`config.mk`:
```
export PLATFORM = sky130hd
export DESIGN_NAME = uart_rx_ext
export DESIGN_NICKNAME = d
export VERILOG_FILES = /design/src/rtl/uart_pkg.sv /design/src/rtl/uart_rx_fifo.sv /design/src/rtl/uart_rx_ext.sv
export SDC_FILE = /design/constraint.sdc
export NUM_CORES = 1
export LEC_CHECK = 0
export CAP_MARGIN = 20
export CORE_UTILIZATION = 52
export DETAILED_ROUTE_END_ITERATION = 7
export PLACE_DENSITY = 0.77
export SKIP_LAST_GASP = 1
export SLEW_MARGIN = 20
export SYNTH_ARGS = -nofsm -noshare
export SYNTH_HDL_FRONTEND = slang
export SYNTH_SLANG_ARGS = --single-unit
```
`constraint.sdc`:
```
create_clock -name clk -period 4.23 [get_ports clk]
set_input_delay 0.846 -clock clk [delete_from_list [all_inputs] [get_ports clk]]
set_output_delay 0.846 -clock clk [all_outputs]
set_load 0.01 [all_outputs]
```
`src/rtl/uart_pkg.sv`:
```
// Shared constants, FSM encoding and sizing helpers for the UART receiver.
package uart_pkg;

  localparam int unsigned PAR_NONE = 0;
  localparam int unsigned PAR_ODD  = 1;
  localparam int unsigned PAR_EVEN = 2;

  typedef enum logic [2:0] {
    StIdle,
    StStart,
    StData,
    StParity,
    StStop
  } rx_state_e;

  // FIFO word is {perr, ferr, data}.
  function automatic int unsigned fifo_width(input int unsigned data_bits);
    return data_bits + 2;
  endfunction

  // Ceiling log2, never below 1 so derived vectors keep a legal width.
  function automatic int unsigned clog2(input int unsigned value);
    int unsigned res;
    res = 0;
    for (int i = 0; i < 32; i++) begin
      if ((64'd1 << i) < 64'(value)) res = i + 1;
    end
    return (res == 0) ? 1 : res;
  endfunction

endpackage

```
`src/rtl/uart_rx_fifo.sv`:
```
// Synchronous first-word fall-through FIFO with simultaneous push/pop.
module uart_rx_fifo
  import uart_pkg::*;
#(
  parameter int unsigned Width = 10,
  parameter int unsigned Depth = 4
) (
  input  logic             clk_i,
  input  logic             rst_ni,
  input  logic             push_i,
  input  logic [Width-1:0] wdata_i,
  input  logic             pop_i,
  output logic [Width-1:0] rdata_o,
  output logic             empty_o,
  output logic             full_o,
  output logic             push_ok_o
);

  localparam int unsigned AddrW = clog2(Depth);

  logic [Width-1:0] mem_q [Depth];
  logic [AddrW-1:0] wptr_q, rptr_q;
  logic [AddrW:0]   cnt_q;
  logic             pop_ok;

  // A pop on a full FIFO frees the slot the same-cycle push lands in.
  always_comb begin
    empty_o   = (cnt_q == '0);
    full_o    = (cnt_q == (AddrW + 1)'(Depth));
    pop_ok    = pop_i & ~empty_o;
    push_ok_o = push_i & (~full_o | pop_ok);
    rdata_o   = mem_q[rptr_q];
  end

  // Storage, pointers and occupancy; Depth is a power of two so pointers wrap naturally.
  always_ff @(posedge clk_i or negedge rst_ni) begin
    if (!rst_ni) begin
      for (int i = 0; i < Depth; i++) mem_q[i] <= '0;
      wptr_q <= '0;
      rptr_q <= '0;
      cnt_q  <= '0;
    end else begin
      if (push_ok_o) begin
        mem_q[wptr_q] <= wdata_i;
        wptr_q        <= wptr_q + AddrW'(1);
      end
      if (pop_ok) rptr_q <= rptr_q + AddrW'(1);
      cnt_q <= cnt_q + (AddrW + 1)'(push_ok_o) - (AddrW + 1)'(pop_ok);
    end
  end

endmodule

```
`src/rtl/uart_rx_ext.sv`:
```
// Parametrised UART receiver: synchroniser, 3-sample voter, framing FSM and receive FIFO.
module uart_rx_ext
  import uart_pkg::*;
#(
  parameter int unsigned BAUDS      = 104,
  parameter int unsigned DATA_BITS  = 8,
  parameter int unsigned PARITY     = 0,
  parameter int unsigned STOP_BITS  = 1,
  parameter int unsigned FIFO_DEPTH = 4
) (
  input  logic                 clk,
  input  logic                 rst,
  input  logic                 Rx,
  input  logic                 I_RD,
  input  logic                 I_CLR_OVR,
  output logic [DATA_BITS-1:0] O_DATA,
  output logic                 O_FERR,
  output logic                 O_PERR,
  output logic                 O_VALID,
  output logic                 O_FULL,
  output logic                 O_OVR,
  output logic                 NrD,
  output logic                 clk_Rx
);

  localparam int unsigned CntW  = clog2(BAUDS);
  localparam int unsigned WordW = fifo_width(DATA_BITS);
  localparam int unsigned BitW  = 4;
  localparam logic [CntW-1:0] HalfCnt = CntW'(BAUDS / 2 - 1);
  localparam logic [CntW-1:0] FullCnt = CntW'(BAUDS - 1);
  localparam logic            ParOdd  = (PARITY == PAR_ODD);

  logic                 rx_meta_q, rx_sync_q;
  logic [2:0]           hist_q;
  logic                 vote, fall;
  rx_state_e            state_q, state_d;
  logic [CntW-1:0]      cnt_q, cnt_d;
  logic [BitW-1:0]      bit_q, bit_d;
  logic [DATA_BITS-1:0] shift_q, shift_d;
  logic                 perr_q, perr_d, ferr_q, ferr_d, ferr_now;
  logic                 sample, push, push_ok, empty, ovr_q;
  logic [WordW-1:0]     head;

  // Two-flop synchroniser plus 3-deep history; idle-high reset avoids a spurious start.
  always_ff @(posedge clk or negedge rst) begin
    if (!rst) begin
      rx_meta_q <= 1'b1;
      rx_sync_q <= 1'b1;
      hist_q    <= 3'b111;
    end else begin
      rx_meta_q <= Rx;
      rx_sync_q <= rx_meta_q;
      hist_q    <= {hist_q[1:0], rx_sync_q};
    end
  end

  // Majority vote and start-edge detection.
  always_comb begin
    vote = (hist_q[0] & hist_q[1]) | (hist_q[0] & hist_q[2]) | (hist_q[1] & hist_q[2]);
    fall = hist_q[0] & ~rx_sync_q;
  end

  // Framing FSM state register.
  always_ff @(posedge clk or negedge rst) begin
    if (!rst) begin
      state_q <= StIdle;
      cnt_q   <= '0;
      bit_q   <= '0;
      shift_q <= '0;
      perr_q  <= 1'b0;
      ferr_q  <= 1'b0;
    end else begin
      state_q <= state_d;
      cnt_q   <= cnt_d;
      bit_q   <= bit_d;
      shift_q <= shift_d;
      perr_q  <= perr_d;
      ferr_q  <= ferr_d;
    end
  end

  // Next-state logic: bit timing, data shift-in, parity and stop checks, FIFO push.
  always_comb begin
    state_d  = state_q;
    cnt_d    = cnt_q + CntW'(1);
    bit_d    = bit_q;
    shift_d  = shift_q;
    perr_d   = perr_q;
    ferr_d   = ferr_q;
    ferr_now = ferr_q | ~vote;
    sample   = 1'b0;
    push     = 1'b0;
    case (state_q)
      StIdle: begin
        cnt_d = '0;
        if (fall) begin
          state_d = StStart;
          bit_d   = '0;
          perr_d  = 1'b0;
          ferr_d  = 1'b0;
        end
      end
      StStart: begin
        if (cnt_q == HalfCnt) begin
          sample  = 1'b1;
          cnt_d   = '0;
          // A high vote at mid start bit is a glitch, not a frame.
          state_d = vote ? StIdle : StData;
        end
      end
      StData: begin
        if (cnt_q == FullCnt) begin
          sample  = 1'b1;
          cnt_d   = '0;
          shift_d = {vote, shift_q[DATA_BITS-1:1]};
          if (bit_q == BitW'(DATA_BITS - 1)) begin
            bit_d   = '0;
            state_d = (PARITY != PAR_NONE) ? StParity : StStop;
          end else begin
            bit_d = bit_q + BitW'(1);
          end
        end
      end
      StParity: begin
        if (cnt_q == FullCnt) begin
          sample  = 1'b1;
          cnt_d   = '0;
          perr_d  = vote ^ (^shift_q) ^ ParOdd;
          state_d = StStop;
        end
      end
      StStop: begin
        if (cnt_q == FullCnt) begin
          sample = 1'b1;
          cnt_d  = '0;
          ferr_d = ferr_now;
          if (bit_q == BitW'(STOP_BITS - 1)) begin
            // Back to idle at the stop sample so an early next start edge is caught.
            push    = 1'b1;
            state_d = StIdle;
          end else begin
            bit_d = bit_q + BitW'(1);
          end
        end
      end
      default: state_d = StIdle;
    endcase
  end

  uart_rx_fifo #(
    .Width(WordW),
    .Depth(FIFO_DEPTH)
  ) u_fifo (
    .clk_i    (clk),
    .rst_ni   (rst),
    .push_i   (push),
    .wdata_i  ({perr_q, ferr_now, shift_q}),
    .pop_i    (I_RD),
    .rdata_o  (head),
    .empty_o  (empty),
    .full_o   (O_FULL),
    .push_ok_o(push_ok)
  );

  // Sticky overrun: a dropped word outranks a same-cycle clear.
  always_ff @(posedge clk or negedge rst) begin
    if (!rst) begin
      ovr_q <= 1'b0;
    end else if (push && !push_ok) begin
      ovr_q <= 1'b1;
    end else if (I_CLR_OVR) begin
      ovr_q <= 1'b0;
    end
  end

  // Output mapping.
  always_comb begin
    {O_PERR, O_FERR, O_DATA} = head;
    O_VALID = ~empty;
    O_OVR   = ovr_q;
    NrD     = push_ok;
    clk_Rx  = sample;
  end

endmodule

```
==> results of run 1 <==
==> sequential cells by signal (all words and copies together), names as in the netlist, 2 cells and up <==
register       cells
u_fifo.cnt_q       3
bit_q              4
state_q            3
u_fifo.wptr_q      2
u_fifo.mem_q      40
u_fifo.rptr_q      2
hist_q             3
cnt_q              7
shift_q            8
==> through the flow <==
step | hold WS [ps] | cell area (um^2) | setup WS (ps) | power (mW)
global route | 355.2 | 4159 | 283.2 | 1.962
global placement | 347.5 | 3936 | 841.3 | 1.243
detailed placement | 349.6 | 3936 | 757.5 | 1.256
floorplan | 345.2 | 3647 | 1611 | 1.158
finish | 350.5 | 4159 | 578.9 | 1.846
CTS | 355.5 | 4159 | 533.5 | 1.874
==> final timing paths <==
| path | start | to | slack (ps) |
|---|---|---|---|
| max | state_q[0]$_DFFE_PN0P_ | NrD | 580 |
| min | rx_meta_q$_DFF_PN1_ | rx_sync_q$_DFF_PN1_ | 350 |
| max reg2reg | state_q[0]$_DFFE_PN0P_ | u_fifo.cnt_q[2]$_DFF_PN0_ | 1340 |
| min reg2reg | rx_meta_q$_DFF_PN1_ | rx_sync_q$_DFF_PN1_ | 350 |
| max in group asynchronous | rst | state_q[1]$_DFFE_PN0P_ | 2990 |
| min in group asynchronous | rst | u_fifo.mem_q[20]$_DFFE_PN0P_ | 630 |
==> power groups by stage <==
stage               registers (mW)  logic [mW]  clock network (mW)
finish                       0.923       0.315               0.608
global route                 0.942       0.360               0.660
CTS                          0.927       0.318               0.629
detailed placement           0.940       0.316                   0
global placement             0.935       0.308                   0
floorplan                    0.863       0.295                   0
==> metal layers <==
metal,vias to the layer above,part of all wire,track usage
met5,-,0,0
met1,1082,0.44,0.2479
met2,45,0.51,0.3185
li1,1050,-,-
met4,0,0.0082,0.06212
met3,9,0.042,0.05967
==> worst reg2reg max path, stage by stage (launching register included) <==
cell,delay [ps]
dfrtp_1,550
nor3b_1,470
nand2_1,220
nor3b_1,570
ha_1,250
inv_1,50
fa_1,380
xnor2_1,180
xnor2_1,130
==> layout by cell type (no fill, tap or decap), types with 5 or more instances in the layout <==
cell type / count
mux4_2: 10
ha_1: 9
clkdlybuf4s50_1: 18
nor2_1: 14
nand2b_1: 5
xor2_1: 7
nor3_1: 6
xnor2_1: 12
dfstp_2: 5
clkbuf_8: 9
inv_1: 13
nand2_1: 11
dfrtp_1: 72
or3_1: 6
mux2_2: 47
a21oi_1: 5
==> layout make-up <==
| type | count | share of cell area |
|---|---|---|
| tap | 96 | 0.02888 |
| clock buffer | 9 | 0.02978 |
| timing repair buffer | 19 | 0.04513 |
| clock inverter | 7 | 0.02377 |
| inverter | 13 | 0.01173 |
| multi-input combinational | 183 | 0.3959 |
| sequential | 77 | 0.4648 |
==> cell families (layout without fill, tap and decap cells) <==
kind of cell,Yosys count,after routing,share of synthesized area
AND/OR/NAND/NOR,66,66,0.1005
buffers and inverters,18,48,0.01852
flip-flops,77,77,0.5300
multiplexers,60,60,0.2158
AO/OA/AOI/OAI,27,27,0.05043
adder cells (fa/ha/maj),11,11,0.03911
XOR/XNOR,19,19,0.04563
==> results.json, run 1 <==
{
  "outcome": "finished, final reports clean",
  "grt_pass1_vias": 2189,
  "period_share": 0.8631,
  "clkPwrFrac": 0.329,
  "min_path_type": "reg -> reg",
  "overflow": 0,
  "fin_nets": 318,
  "synth-edff-count": 0,
  "initial_core_util": 0.5368,
  "drtPass1Iterations": 4,
  "cp-start-kind": "flop",
  "crit_type": "reg -> out",
  "multi_input_area_mm2": 0.001647,
  "power_frac_seq": 0.500,
  "post-route-util": 0.6122,
  "post-route-drc-count": 0,
  "coreArea_mm2": 0.006794,
  "dieHeight_um": 85.75,
  "crit_path_end_kind": "output port",
  "num_antenna_cells": 0,
  "ys.flop_type": "dfrtp_1",
  "synth_cell_types": 43,
  "port_buffers": 19,
  "hpwl_um": 4159,
  "row_count": 30,
  "syn_to_final_growth_pct": 14.03,
  "synth_top_area_frac": 0.4940,
  "synth-seq-cells": 77,
  "synthTopCellsByCount": "72 x dfrtp_1, 47 x mux2_2, 14 x nor2_1",
  "synthesis.area_mm2": 0.003647,
  "cts_sinks": 77,
  "critPathSlowestCell": "clkdlybuf4s50_1",
  "grt_pass1_wl_um": 10740,
  "place.gp.congestion": 0.8179,
  "p_sw_frac": 0.2942,
  "leakage_nw": 1.909,
  "wl_per_cell_um": 15.41,
  "clk_pin_slew_ps": 80,
  "postCtsResizedCells": 0,
  "fin_crit_ps": 3651,
  "synth_largest_area_cell": "dfrtp_1",
  "die_w_um": 85.75,
  "seqCellArea_mm2": 0.001933,
  "rsz0062_at_grt": "false",
  "fin_skew_ps": 9.483,
  "wirelength_um": 6226,
  "power_switching_mw": 0.5431,
  "finalNonFillerCells": 404,
  "power_density_mw_per_mm2": 443.9,
  "grt_max_degree": 78,
  "drv_cap": 0,
  "worst_pin_slew_ps": 939.1,
  "first_iter_violations": 158,
  "worstSkewPairLatency_ps": 350,
  "dieArea_mm2": 0.007353,
  "ios": 20,
  "setup_tns_ps": 0,
  "seq_area_frac_synth": 0.5300,
  "vdd_drop_max_v": 0.0003073,
  "worstHoldPathCells": 0,
  "path_buf_inv": 1,
  "crit_chain": "nor3b_1 -> nand2_1 -> nor3b_1 -> clkdlybuf4s50_1",
  "drive_gt1_frac": 0.2760,
  "setup_viol": 0,
  "internal_power_mw": 1.303,
  "postCtsSetupRepairBufs": 0,
  "synth_area_leaders": "dfrtp_1 49%, mux2_2 15%, mux4_2 6.2%",
  "tritoncts": "yes",
  "place_inst": 388,
  "yosys.cell_count.top_type": "dfrtp_1",
  "crit_cells": 4,
  "cp_top_family": "simple AND/OR/NAND/NOR gates",
  "synth_nets": 293,
  "numCtsBuffers": 9,
  "crit_required_ps": 3380,
  "worstPathArrival_ps": 2810,
  "vias": 2186,
  "cts-root-buf": "clkbuf_8",
  "antenna_found_initial": 0,
  "grt_use_total": 0.1940,
  "ys_warn_count": 0,
  "drt-vias-per-instance": 5.411,
  "avgSynthCellArea_um2": 13.12,
  "hold_viol": 0,
  "reg2reg_depth": 8,
  "p_comb_frac": 0.171,
  "maxSlewViolCount": 0,
  "h-tree-depth": 3,
  "crit_top_cell": "nor3b_1",
  "syn_inst": 278,
  "slew_headroom": 0.3739,
  "ant_nets": 0,
  "fillCellCount": 529,
  "ctsLongestPathBuffers": 2,
  "max_freq_mhz": 273.9,
  "slowest_delay_ps": 650,
  "async_reset_ff_frac": 1.000,
  "path_max_fanout": 17,
  "holdBufCountCts": 0
}
Power figures use the tool's default switching activity.
==> run 2, diff against run 1 <==
CELL_PAD_IN_SITES_DETAIL_PLACEMENT = 1   (was not set)
CELL_PAD_IN_SITES_GLOBAL_PLACEMENT = 1   (was not set)
PLACE_DENSITY = 0.89   (was 0.77)
clock period = 4.6 ns   (was 4.23 ns; I/O delays follow)
==> results.json, run 2 (synthesized netlist as in run 1, its figures left out) <==
{
  "initial_core_util": 0.5368,
  "place_inst": 388,
  "dieHeight_um": 85.75,
  "hpwl_um": 5211,
  "fin_skew_ps": 5.669,
  "fin_crit_ps": 3931,
  "ant_nets": 0,
  "clk_pin_slew_ps": 80,
  "cts-root-buf": "clkbuf_8",
  "post-route-worst-setup-slack_ps": 669.1,
  "wl_per_cell_um": 19.79,
  "first_iter_violations": 115,
  "power_mw": 1.675,
  "grt_pass1_vias": 2626,
  "ctsLongestPathBuffers": 2,
  "row_count": 30,
  "holdBufCountCts": 0,
  "mostFrequentLayoutCells": "72 x dfrtp_1, 47 x mux2_2, 18 x clkdlybuf4s50_1",
  "path_max_fanout": 17,
  "crit_path_end_kind": "output port",
  "vdd_drop_max_v": 0.0003120,
  "pre_cts_ws_ps": 995.4,
  "wirelength_um": 7997,
  "slew_headroom": 0.3541,
  "period_share": 0.8545,
  "ios": 20,
  "finalNonFillerCells": 404,
  "fin_nets": 318,
  "postCtsSetupRepairBufs": 0,
  "max_freq_mhz": 254.4,
  "post-route-drc-count": 0,
  "finalInstanceArea_mm2": 0.004134,
  "antenna_found_initial": 0,
  "leakage_nw": 1.898,
  "hold_viol": 0,
  "final_common_cell": "dfrtp_1",
  "rsz0062_at_grt": "false",
  "place.gp.congestion": 0.8014,
  "crit_type": "reg -> out",
  "port_buffers": 19,
  "syn_to_final_growth_pct": 13.34,
  "coreArea_mm2": 0.006794,
  "grt_use_total": 0.2482,
  "grt_pass1_wl_um": 13590,
  "tritoncts": "yes",
  "drv_cap": 0,
  "worst_pin_slew_ps": 968.9,
  "h-tree-depth": 3,
  "power_density_mw_per_mm2": 405.1,
  "crit_required_ps": 3680,
  "cts_sinks": 77,
  "fillCellCount": 662,
  "regMostFlops": "u_fifo.mem_q",
  "overflow": 0,
  "grt_max_degree": 78,
  "drt-vias-per-instance": 5.772,
  "vias": 2332,
  "die_w_um": 85.75,
  "numCtsBuffers": 9,
  "hold_ws_ps": 359.9,
  "postCtsResizedCells": 0,
  "setup_viol": 0,
  "largestRegisters": "u_fifo.mem_q: 40 flops, shift_q: 8 flops, cnt_q: 7 flops",
  "dieArea_mm2": 0.007353,
  "setup_tns_ps": 0,
  "post-route-util": 0.6085,
  "worstSkewPairLatency_ps": 350,
  "outcome": "finished, final reports clean",
  "largest_reg_flops": 40,
  "num_antenna_cells": 0,
  "min_path_type": "reg -> reg",
  "placed_area_mm2": 0.003936,
  "drive_gt1_frac": 0.2760,
  "worstPathArrival_ps": 3010,
  "drtPass1Iterations": 6,
  "maxSlewViolCount": 0,
  "cp-start-kind": "flop"
}
==> run 2: cell count changes in the layout (fill, tap and decap cells not counted) <==
cell and delta:
bufinv_16 -1, clkinv_2 +1
==> run 2: routing by layer <==
metal  routed length [um]  part of all wire  track usage
met5                    0                 0            0
met4                  117             0.015      0.09091
met3                  254             0.032      0.05005
met2                 4110              0.51       0.4065
met1                 3514              0.44       0.3314
==> run 2: report_power, final <==
part | internal [mW] | total [mW] | switching, mW
sequential | 0.735 | 0.862 | 0.127
clock | 0.252 | 0.507 | 0.255
combinational | 0.154 | 0.306 | 0.152
==> run 2: area by class of cell <==
cell class,instances,area (um^2),share of cell area
clock buffer,9,123.9,0.02996
timing repair buffer,19,187.7,0.04540
multi-input combinational,183,1647,0.3983
clock inverter,7,73.82,0.01786
tap,96,120.1,0.02906
sequential,77,1933,0.4676
inverter,13,48.80,0.01180
==> run 2: final timing paths <==
kind,from,endpoint,slack [ps],cells past startpoint
setup / recovery,state_q[0]$_DFFE_PN0P_,NrD,670,4
min in group asynchronous,rst,bit_q[1]$_DFFE_PN0P_,710,1
max in group asynchronous,rst,O_OVR$_DFFE_PN0P_,3250,1
hold reg to reg,rx_meta_q$_DFF_PN1_,rx_sync_q$_DFF_PN1_,360,0
hold / removal,rx_meta_q$_DFF_PN1_,rx_sync_q$_DFF_PN1_,360,0
setup reg to reg,state_q[0]$_DFFE_PN0P_,u_fifo.cnt_q[2]$_DFF_PN0_,1480,8
==> run 2: worst max-delay path, stage by stage, from the launching register on <==
cell and delay (ps):
dfrtp_1 570, nor3b_1 540, nand2_1 260, nor3b_1 630, clkdlybuf4s50_1 660
==> run 3, diff against run 2 <==
GPL_TIMING_DRIVEN = 1   (was not set)
==> results of run 3 <==
Final layout, timing and power as in run 2 (identical DEF).
